[config.mk]
export PLATFORM = sky130hd
export DESIGN_NAME = ramp_generator
export DESIGN_NICKNAME = d
export VERILOG_FILES = /design/src/rtl/ramp_pkg.sv /design/src/rtl/pwm_core.sv /design/src/rtl/ramp_generator.sv
export SDC_FILE = /design/constraint.sdc
export NUM_CORES = 1
export LEC_CHECK = 0
export ABC_AREA = 1
export BUFFER_PORTS_ARGS = -buffer_cell sky130_fd_sc_hd__buf_4
export CELL_PAD_IN_SITES_DETAIL_PLACEMENT = 1
export CELL_PAD_IN_SITES_GLOBAL_PLACEMENT = 2
export CORE_UTILIZATION = 31
export CTS_BUF_LIST = sky130_fd_sc_hd__clkbuf_4 sky130_fd_sc_hd__clkbuf_8
export CTS_CLUSTER_SIZE = 10
export DETAILED_ROUTE_END_ITERATION = 16
export PLACE_DENSITY = 0.88
export SKIP_LAST_GASP = 1
export SLEW_MARGIN = 20
export SYNTH_ARGS = -nofsm -noshare
export SYNTH_HDL_FRONTEND = slang
export SYNTH_SLANG_ARGS = --single-unit
[constraint.sdc]
create_clock -name clk -period 1.5 [get_ports clk]
set_clock_uncertainty 0.1 [all_clocks]
set_input_delay 0.15 -clock clk [delete_from_list [all_inputs] [get_ports clk]]
set_output_delay 0.15 -clock clk [all_outputs]
set_load 0.05 [all_outputs]
[src/rtl/ramp_pkg.sv]
// Shared types for the single-slope ADC test ramp.
// Holds the ramp controller state encoding.
package ramp_pkg;

  typedef enum logic [1:0] {
    IDLE,
    SETTLE,
    SWEEP
  } ramp_state_t;

endpackage

[src/rtl/pwm_core.sv]
// Free-running PWM counter with period-wrap flag.
// Output is a registered compare against the duty code.
module pwm_core #(
  parameter int WIDTH = 8
) (
  input  logic             clk,
  input  logic             reset,
  input  logic [WIDTH-1:0] duty,
  output logic             pwm_out,
  output logic             wrap
);

  logic [WIDTH-1:0] cnt_q, cnt_d;
  logic             pwm_q, pwm_d;

  assign wrap    = (cnt_q == '1);
  assign pwm_out = pwm_q;

  // next counter value and PWM compare
  always_comb begin
    cnt_d = cnt_q + 1'b1;
    pwm_d = (cnt_q < duty);
  end

  // counter and PWM output registers
  always_ff @(posedge clk) begin
    if (reset) begin
      cnt_q <= '0;
      pwm_q <= 1'b0;
    end else begin
      cnt_q <= cnt_d;
      pwm_q <= pwm_d;
    end
  end

endmodule

[src/rtl/ramp_generator.sv]
// Monotonic code ramp for the single-slope ADC.
// Steps change only on PWM period boundaries.
module ramp_generator
  import ramp_pkg::*;
#(
  parameter int WIDTH         = 8,
  parameter int STEP_PERIODS  = 4,
  parameter int SETTLE_CYCLES = 16
) (
  input  logic             clk,
  input  logic             reset,
  input  logic             enable,
  output logic             pwm_out,
  output logic [WIDTH-1:0] r2r_out,
  output logic [WIDTH-1:0] current_duty_cycle,
  output logic             sweep_active,
  output logic             sweep_done
);

  localparam int SETW = $clog2(SETTLE_CYCLES) + 1;
  localparam int STPW = $clog2(STEP_PERIODS) + 1;

  localparam logic [SETW-1:0] SETTLE_LOAD = SETW'(SETTLE_CYCLES - 1);
  localparam logic [STPW-1:0] STEP_LAST   = STPW'(STEP_PERIODS - 1);
  localparam logic [WIDTH-1:0] DUTY_MAX   = '1;

  ramp_state_t      state_q, state_d;
  logic [SETW-1:0]  settle_cnt_q, settle_cnt_d;
  logic [STPW-1:0]  step_cnt_q, step_cnt_d;
  logic [WIDTH-1:0] duty_q, duty_d;
  logic             done_q, done_d;
  logic             wrap;

  pwm_core #(
    .WIDTH(WIDTH)
  ) u_pwm (
    .clk    (clk),
    .reset  (reset),
    .duty   (duty_q),
    .pwm_out(pwm_out),
    .wrap   (wrap)
  );

  assign r2r_out            = duty_q;
  assign current_duty_cycle = duty_q;
  assign sweep_active       = (state_q == SWEEP);
  assign sweep_done         = done_q;

  // next state, counters and duty; abort beats completion
  always_comb begin
    state_d      = state_q;
    settle_cnt_d = settle_cnt_q;
    step_cnt_d   = step_cnt_q;
    duty_d       = duty_q;
    done_d       = 1'b0;
    unique case (state_q)
      IDLE: begin
        duty_d = '0;
        if (enable) begin
          state_d      = SETTLE;
          settle_cnt_d = SETTLE_LOAD;
        end
      end
      SETTLE: begin
        duty_d = '0;
        if (!enable) begin
          state_d = IDLE;
        end else begin
          if (settle_cnt_q != '0)
            settle_cnt_d = settle_cnt_q - 1'b1;
          if (settle_cnt_q == '0 && wrap) begin
            state_d    = SWEEP;
            step_cnt_d = '0;
          end
        end
      end
      SWEEP: begin
        if (!enable) begin
          state_d    = IDLE;
          duty_d     = '0;
          step_cnt_d = '0;
        end else if (wrap) begin
          if (step_cnt_q != STEP_LAST) begin
            step_cnt_d = step_cnt_q + 1'b1;
          end else begin
            step_cnt_d = '0;
            if (duty_q != DUTY_MAX) begin
              duty_d = duty_q + 1'b1;
            end else begin
              done_d       = 1'b1;
              duty_d       = '0;
              state_d      = SETTLE;
              settle_cnt_d = SETTLE_LOAD;
            end
          end
        end
      end
      default: state_d = IDLE;
    endcase
  end

  // controller registers
  always_ff @(posedge clk) begin
    if (reset) begin
      state_q      <= IDLE;
      settle_cnt_q <= '0;
      step_cnt_q   <= '0;
      duty_q       <= '0;
      done_q       <= 1'b0;
    end else begin
      state_q      <= state_d;
      settle_cnt_q <= settle_cnt_d;
      step_cnt_q   <= step_cnt_d;
      duty_q       <= duty_d;
      done_q       <= done_d;
    end
  end

endmodule

Yosys cells after proc, flatten, opt, wreduce, memory -nomap -nowiden
Index checks and enable logic that the tools add are counted.
- register bits: 28
- latch bits: 0
- memory bits (writable): 0
- memory bits (read-only): 0
- input port bits: 3
- word-level logic and storage cells: 73
- memories: 0
- add/subtract/negate cells: 4
- $mul: 0
- divide/modulo/power cells: 0
- order comparisons: 1
- equal/unequal tests: 17
- shifts and indexed selects: 0
- multiplexer cells: 28
- bitwise gates (word level): 3
- reductions and logical operators: 13
- operator list (kind ; count):
    5-bit two-way mux ; 7
    8-bit two-way mux ; 4
    8-bit by 1-bit adder with 8-bit output (second input constant) ; 2
    8-bit case mux with 2 select lines ; 1
    3-bit two-way mux ; 5
    5-bit case mux with 3 select lines ; 1
    2-bit two-way mux ; 7
    2-bit inequality test (second input constant) ; 7
    3-bit inequality test (second input constant) ; 3
    8-bit == test (second input constant) ; 1
    8-bit < comparator ; 1
    8-bit inequality test (second input constant) ; 1
    8-bit AND reduction ; 1
    3-bit by 2-bit inequality test with 1-bit output (second input constant) ; 2
    2-bit case mux with 3 select lines ; 1
    3-bit case mux with 2 select lines ; 1
    5-bit logical NOT ; 1
    5-bit AND reduction ; 1
    5-bit nonzero test ; 1
    5-bit OR reduction ; 1
    5-bit by 1-bit subtractor with 5-bit output (second input constant) ; 1
    4-bit AND reduction ; 1
    2-bit nonzero test ; 2
    3-bit by 1-bit adder with 3-bit output (second input constant) ; 1
    10 further kinds ; 12

Logic depth before layout (Yosys ltp)
Gate-level depths: netlist (run 1).
- word-level depth: 6
- gate-level depth with buffers: 10
- gate-level depth less buffers: 10

Modules after synthesis
From an unflattened synthesis (run 1), not the netlist that was laid out.
- cell total of the unflattened synthesis: 258
- area total of the unflattened synthesis: 1749.2 um^2
- by module, submodules not included (module ; times used ; cells an instance ; area an instance (um^2) ; sequential area each (um^2)):
    ramp_generator ; 1 ; 180 ; 1216.2 ; 380.4
    pwm_core ; 1 ; 78 ; 533.0 ; 180.2

Least setup slack after synthesis (run 1)
No wires, ideal clock.
- kind: reg2reg
- start: register duty_q[1], in the netlist current_duty_cycle[1]
- end: register state_q[1]
- library setup time: 0.119 ns
- arrival: 1.654 ns
- slack: -0.373 ns
- cell stages (with the launch flop): 9
- buffers on the path: 0
- path through: dfxtp_1 ha_1 nand2_1 nor3_1 nand2_1 o21ai_1 nand2_1 nand2_1 nor2_1
- word-level cells in the longest chain between the ends: 3
- ends and longest elaborated chain (element ; RTL line ; source):
    start: declaration ; ramp_generator.sv:30 ; logic [WIDTH-1:0] duty_q, duty_d;
    start signal: assignment ; ramp_generator.sv:114 ; duty_q <= duty_d;
    8-bit inequality test ; ramp_generator.sv:87 ; if (duty_q != DUTY_MAX) begin
    3-bit inequality test (no source line) ; n/a ;
    5-bit AND reduction (no source line) ; n/a ;
    end signal: assignment ; ramp_generator.sv:111 ; state_q <= state_d;
    end: declaration ; ramp_generator.sv:27 ; ramp_state_t state_q, state_d;
Every way passes these cells.
A chain may end at the register's enable or synchronous reset.

Final worst setup path (run 1)
- start: register duty_q[5], in the netlist current_duty_cycle[5]
- end: register settle_cnt_q[2]
- word-level cells in the longest chain between the ends: 3
- ends and longest elaborated chain (element ; RTL line ; source):
    8-bit inequality test ; ramp_generator.sv:87 ;
    2-bit inequality test (no source line) ; n/a ;
    8-bit AND reduction (no source line) ; n/a ;
    end signal: assignment ; ramp_generator.sv:112 ; settle_cnt_q <= settle_cnt_d;
    end: declaration ; ramp_generator.sv:28 ; logic [SETW-1:0] settle_cnt_q, settle_cnt_d;
Every way passes these cells.

==> results of run 1 <==
cell type report:
cell class	count	area (um2)	area share, %
Clock buffer	3	41.3	1.64
Multi-Input combinational cell	175	1260	49.9
Tap cell	72	90.1	3.57
Inverter	31	120	4.76
Sequential cell	28	592	23.4
Clock inverter	1	30.0	1.19
Timing Repair Buffer	49	392	15.5
cells by family after synthesis:
group / count (synthesis) / share of synthesized area, %
AND/OR/NAND/NOR: 126 / 37.9
buffers and inverters: 42 / 10.4
AO/OA/AOI/OAI: 35 / 11.7
flip-flops: 28 / 30.9
adder cells (fa/ha/maj): 11 / 7.59
XOR/XNOR: 3 / 1.45
power by group through the flow:
stage | Sequential (W) | Clock, W | Combinational, W
after floorplan | 0.000825 | 0 | 0.000188
after global placement | 0.000810 | 0 | 0.000296
after detailed placement | 0.000811 | 0 | 0.000301
after CTS | 0.000800 | 0.000640 | 0.000318
after global routing | 0.000808 | 0.000666 | 0.000397
final | 0.000803 | 0.000617 | 0.000358
state kept, by name (all words and copies together) (netlist names):
signal              flops
current_duty_cycle      8
step_cnt_q              3
state_q                 2
sweep_done              1
u_pwm.pwm_out           1
settle_cnt_q            5
u_pwm.cnt_q             8
per-stage QoR:
step | worst slack, ns | hold slack (ns) | cell area (um2) | utilization (%) | total power, W
floorplan | -0.0464 | 0.225 | 1840 | - | 0.00101
global placement | -0.0727 | 0.338 | 2180 | 39.1 | 0.00111
detailed placement | -0.107 | 0.341 | 2180 | 39.1 | 0.00111
CTS | -0.0573 | 0.0642 | 2320 | 41.6 | 0.00176
global route | -0.132 | 0.0780 | 2520 | 45.3 | 0.00187
finish | -0.0438 | 0.0805 | 2520 | 45.3 | 0.00178
worst paths after layout:
check                                      startpoint               endpoint  slack [ns]  depth (start not counted)
worst min-delay path                            reset  current_duty_cycle[4]        0.08                          2
worst max register to register  current_duty_cycle[5]        settle_cnt_q[2]       -0.04                          6
worst max-delay path            current_duty_cycle[5]        settle_cnt_q[2]       -0.04                          6
worst min register to register          step_cnt_q[2]          step_cnt_q[2]        0.38                          2
cells in the final DEF, fill, tap and decap left out, types with 3 or more instances in the layout:
cell type  count
buf_4         45
nand2_1       38
nor2_1        26
inv_1         24
a21oi_1       14
dfxtp_1       13
nand3_1       12
nand2_2       11
dfxtp_2       10
nand2_4        9
ha_1           7
inv_2          6
o21ai_0        6
nand3_2        6
nor2_4         5
nor3_1         5
dfxtp_4        5
nor2_8         4
a21oi_2        4
ha_4           4
o21ai_1        3
clkbuf_8       3
buf_6          3
repair_timing:
| item | CTS | global route |
|---|---|---|
| setup buffers | 1 | 7 |
| resized for setup | 14 | 39 |
| hold buffers | 0 | 0 |
| pin swaps | 9 | 20 |
| setup endpoints to repair | 18 | 20 |
critical path: stages (launching register included):
cell,delay [ns]
dfxtp_4,0.38
clkinvlp_4,0.18
nor2_4,0.13
nand3_2,0.12
o21bai_4,0.22
nand3_1,0.14
a21oi_1,0.20
synth_stat cells, types with 2 or more instances:
library cell,n
a211oi_1,2
a21oi_1,15
a21oi_2,3
buf_4,8
clkbuf_1,2
dfxtp_1,28
ha_1,11
inv_1,28
inv_2,3
nand2_1,47
nand2_2,6
nand2_4,5
nand2_8,2
nand3_1,19
nor2_1,29
nor2_4,3
nor2_8,4
nor3_1,7
o21ai_0,6
o21ai_1,4
o21bai_1,2
xor2_1,2
metal layers:
| metal | track usage (%) | vias up | wire length (um) |
|---|---|---|---|
| met5 | 0 | - | 0 |
| met4 | 4.07 | 0 | 36 |
| met3 | 1.86 | 4 | 71 |
| met2 | 30.0 | 11 | 2530 |
| met1 | 22.5 | 799 | 2340 |
| li1 | - | 866 | - |
==> key figures, run 1 <==
Outcome
  • Status: finished with violations
  • Failing checks: setup timing

Clock network
  • Sink Count: 28
  • Clk slew on worst S/H paths: 0.11 ns
  • Clk_lat worst skew: 0.28 ns
  • CTS buffer count: 3
  • H-Tree Level Count: 1
  • CTS tree: done
  • CTS Buffer Depth: 2
  • Root buffer cell: clkbuf_8

Logic synthesis
  • Register area share after synthesis: 30.9%
  • Synth Area per Inst: 7.41 um2
  • Synth Register Bits: 28
  • Synth top area cells: dfxtp_1 31%, nand2_1 9.7%, ha_1 7.6%, nor2_1 6.0%, inv_1 5.8%
  • Area leader, netlist: dfxtp_1
  • Synthesized cell area: 1810 um2
  • Async S/R FF share, synth: 0%
  • Synth warnings: 0
  • Leading register cell type out of synthesis: dfxtp_1
  • Netlist cell types: 31
  • Post-synth EDFFs: 0
  • Syn Nets: 259
  • Top cell type's share of synthesized area: 30.9%
  • Cells after Synth: 245

Layout
  • Final nets: 302
  • Layout area overhead: 39.2%
  • Layout cells sized above 1: 45.3%
  • Fillers: 658
  • Antenna diodes: 0
  • Fin cells: 359

Route
  • DR WL/cell: 13.9 um
  • Routed vias: 1,680
  • Residual DRC count: 0
  • Drt initial violations: 40
  • Post-detailed-route count of antenna-violating nets: 0
  • Drt total wl: 4980 um
  • Vias per std cell: 4.68
  • DRT Pass-1 Iters: 4

Floorplan
  • Rows: 27
  • Core Region: 5570 um2
  • Io pins: 22
  • Die Ht: 78.5 um
  • Die area: 6160 um2
  • Die X: 78.5 um
  • Starting density of the core: 32.5%

Global routing
  • Total gr overflow: 0
  • Initial antenna violation count: 0
  • First-pass GRT wire length: 8310 um
  • Total track usage: 17.2%
  • Vias in the first global route: 1,756
  • Maximum number of pins on one net before global-route repair: 18

Power and ir drop
  • Peak VDD IR: 350 uV
  • Combinational share of power: 20.1%
  • PwrDens: 704 nW/um2
  • Clock share of power: 34.7%
  • Reg power frac: 45.2%
  • Switching Fraction: 28.3%
  • Leak: 1.11 nW
  • P_int: 0.00127 W
  • Sw Pwr: 0.000503 W

STA
  • TNS Setup: -0.272 ns
  • Fmax: 648 MHz
  • Period utilization: 103%
  • Max-slew violations: 0
  • Final setup viols: 11
  • RSZ-0062 raised after global routing: yes
  • Final setup margin: -0.0438 ns
  • Tmin final: 1.54 ns
  • Slew headroom: 65.7%
  • Final hold vios: 0
  • Worst slew pin tran: 0.514 ns

Setup path
  • Crit end category: register
  • Critical path type: register to register
  • Crit path required time: 1.61 ns
  • Worst Path Max Fanout: 4
  • Worst setup SP type: register
  • Crit path DAT: 1.65 ns

Placement
  • Placed insts: 347
  • GP Congestion: 0.839
  • Post-detail-place hpwl: 3640 um
  • IO Port Bufs: 21

Worst hold path
  • Hold crit path type: input port to register

Flow run
  • Max-Cap Viols: 0
(Power assumes the default switching activity.)
==> inputs of run 2 (changes only) <==
- CORE_UTILIZATION: 31 -> 37
- PLACE_DENSITY: 0.88 -> 0.95
- clock period: 1.5 -> 1.8 ns (I/O delays scaled with it)
==> run 2 against run 1 <==
The run now ends clean. Power is 21% lower. Worst setup slack better by 0.20 ns. Count of clock-buffer cells in the layout unchanged. Cell area down 16%. First-iteration DRC count up 2.5%. Sequential power shrank 17%. Critical path type unchanged. Flip-flop and latch count is the same. Global-route usage rose by 0.85 points. Fmax is 6.1% lower. Non-clock buffer count fell by 20.
==> key figures, run 2 (synthesized netlist as in run 1, its figures left out) <==
Setup path
  • Crit path required time: 1.93 ns (was 1.61 ns)
  • Worst-path cell chain: ha_1 > inv_1 > nor2_2 > nand3_1 > o21bai_2 > nand2_2 > nand2_1 > nand2_1 > nor2_1 (was clkinvlp_4 > nor2_4 > nand3_2 > o21bai_4 > nand3_1 > a21oi_1)
  • Reg2reg end: settle_cnt_q[4] (was settle_cnt_q[2])
  • Critical path type: register to register (unchanged)
  • CP delay by family, top: simple AND/OR/NAND/NOR gates (was compound AO/OA/AOI/OAI gates)
  • Worst setup path end: settle_cnt_q[4] (was settle_cnt_q[2])
  • Worst path slowest cell: dfxtp_1 (was dfxtp_4)
  • Most frequent CP cell: nand2_1
  • Crit end category: register (unchanged)
  • R2R Path Start: step_cnt_q[0] (was current_duty_cycle[5])
  • Worst setup SP type: register (unchanged)
  • Crit path launch: step_cnt_q[0] (was current_duty_cycle[5])
  • CP Buf/Inv Count: 1 (unchanged)
  • Slowest Stage Delay on Critical Path: 0.38 ns (about the same)
  • Crit path DAT: 1.77 ns (was 1.65 ns)
  • Worst path depth: 9 (was 6)
  • R2r setup slk: 0.16 ns (was -0.04 ns)
  • Reg2Reg Depth: 9 (was 6)
  • Worst Path Max Fanout: 5 (was 4)

STA
  • Worst slew pin tran: 0.396 ns (was 0.514 ns)
  • RSZ-0062 raised after global routing: no (was yes)
  • Tmin final: 1.64 ns (was 1.54 ns)
  • Slew headroom: 73.6% (was 65.7%)
  • Final setup viols: 0 (was 11)
  • Period utilization: 91.4% (was 103%)
  • Final hold vios: 0 (unchanged)
  • TNS Setup: 0 ns (was -0.272 ns)
  • Max-slew violations: 0 (unchanged)
  • Fmax: 608 MHz (was 648 MHz)

Floorplan
  • Die Ht: 72.0 um (was 78.5 um)
  • Starting density of the core: 38.4% (was 32.5%)
  • Die X: 72.0 um (was 78.5 um)
  • Core Region: 4720 um2 (was 5570 um2)
  • Io pins: 22 (unchanged)
  • Die area: 5190 um2 (was 6160 um2)
  • Rows: 25 (was 27)

Layout
  • Sequential cell area: 566 um2 (was 592 um2)
  • Fillers: 609 (was 658)
  • Layout area overhead: 17.1% (was 39.2%)
  • Most frequent cells in the layout: 45 x nand2_1, 29 x nor2_1, 29 x buf_4 (was 45 x buf_4, 38 x nand2_1, 26 x nor2_1)
  • Area of the multi-input gates: 1070 um2 (was 1260 um2)
  • Final nets: 282 (was 302)
  • Layout cells sized above 1: 25.8% (was 45.3%)
  • Final core occ: 45.0% (was 45.3%)
  • Fin area: 2120 um2 (was 2520 um2)
  • Most common cell after layout, fill and taps aside: nand2_1 (was buf_4)
  • Fin cells: 334 (was 359)
  • Antenna diodes: 0 (unchanged)

Global routing
  • Vias in the first global route: 1,628 (was 1,756)
  • First-pass GRT wire length: 7280 um (was 8310 um)
  • Maximum number of pins on one net before global-route repair: 18 (unchanged)
  • Total track usage: 18.1% (was 17.2%)
  • Total gr overflow: 0 (unchanged)
  • Initial antenna violation count: 0 (unchanged)

Outcome
  • Status: completed (was finished with violations)

Power and ir drop
  • PwrDens: 662 nW/um2 (was 704 nW/um2)
  • Leak: 0.970 nW (was 1.11 nW)
  • Total Power: 0.00141 W (was 0.00178 W)
  • Peak VDD IR: 442 uV (was 350 uV)

Route
  • Post-detailed-route count of antenna-violating nets: 0 (unchanged)
  • Vias per std cell: 4.75 (was 4.68)
  • Drt initial violations: 41 (was 40)
  • Residual DRC count: 0 (unchanged)
  • DR WL/cell: 12.5 um (was 13.9 um)
  • Drt total wl: 4170 um (was 4980 um)
  • Routed vias: 1,588 (was 1,680)
  • DRT Pass-1 Iters: 4 (unchanged)

Placement
  • Dpl cell area: 2040 um2 (was 2180 um2)
  • Post-detail-place hpwl: 3260 um (was 3640 um)
  • Placed insts: 329 (was 347)
  • IO Port Bufs: 21 (unchanged)
  • GP Congestion: 0.831 (was 0.839)

Worst hold path
  • Hold Path Origin: reset (unchanged)
  • Hold crit path type: input port to register (unchanged)

Clock network
  • Clk_lat worst skew: 0.28 ns (about the same)
  • CTS buffer count: 3 (unchanged)
  • Clk slew on worst S/H paths: 0.11 ns (about the same)
  • Root buffer cell: clkbuf_8 (unchanged)
  • CTS Buffer Depth: 2 (unchanged)
  • H-Tree Level Count: 1 (unchanged)
  • CTS tree: done (unchanged)
  • Sink Count: 28 (unchanged)
  • Hold-fix buffers at CTS: 0 (unchanged)

Flow run
  • Max-Cap Viols: 0 (unchanged)
[run 2: changes by cell type in the layout (fill, tap and decap cells not counted), moves of 4 or more]
cell and delta:
dfxtp_4 -5, nand3_2 -6, ha_1 +4, buf_4 -16
ha_4 -4, nand2_4 -4, dfxtp_1 +11, nand3_1 +7
dfxtp_2 -6, inv_1 +4, nand2_1 +7
[run 2: metal layers]
layer	part of all wire, %	vias to the layer above	wire (um)	global-route usage [%]
li1	-	823	-	-
met1	48	737	1980	22.3
met2	50	21	2070	32.8
met3	1.6	7	68	2.08
met4	1.3	0	53	5.66
met5	0	-	0	0
[run 2: final cells by class]
class	count	share of cell area, %
inverters	31	5.48
multi-input cells	175	50.4
well taps	67	3.95
flip-flops and latches	28	26.6
repair buffers	29	10.2
clock inverters	1	1.41
clock buffers	3	1.94
[run 2: worst reg2reg max path: stages, from the launching register on]
cell      delay (ns)
dfxtp_1         0.38
ha_1            0.16
inv_1           0.05
nor2_2          0.23
nand3_1         0.17
o21bai_2        0.19
nand2_2         0.11
nand2_1         0.08
nand2_1         0.04
nor2_1          0.08
[run 2: how the worst min path moves through the flow]
stage	to	slack (ns)	cells past startpoint
floorplan	sweep_done	0.27	2
global placement	step_cnt_q[2]	0.34	2
detailed placement	step_cnt_q[2]	0.35	2
CTS	current_duty_cycle[4]	0.09	2
global route	current_duty_cycle[4]	0.10	2
finish	current_duty_cycle[4]	0.09	2
[run 2: where the power goes]
| group | switching (W) | total (W) | internal, W | leakage (nW) |
|---|---|---|---|---|
| clock network | 0.000220 | 0.000518 | 0.000298 | 0.0357 |
| logic | 0.000142 | 0.000219 | 0.0000777 | 0.704 |
| registers | 0.0000205 | 0.000668 | 0.000648 | 0.230 |
[run 2: repair_timing]
action,in CTS,in global routing
buffers inserted,0,1
hold endpoints to repair,0,0
setup endpoints to repair,0,11
resized for setup,0,4
[run 2: stage by stage]
stage / hold WS [ns] / setup WS, ns
floorplan: 0.265 / 0.0401
global placement: 0.345 / 0.122
detailed placement: 0.347 / 0.0817
CTS: 0.0949 / 0.0552
global route: 0.104 / 0.0160
finish: 0.0946 / 0.155
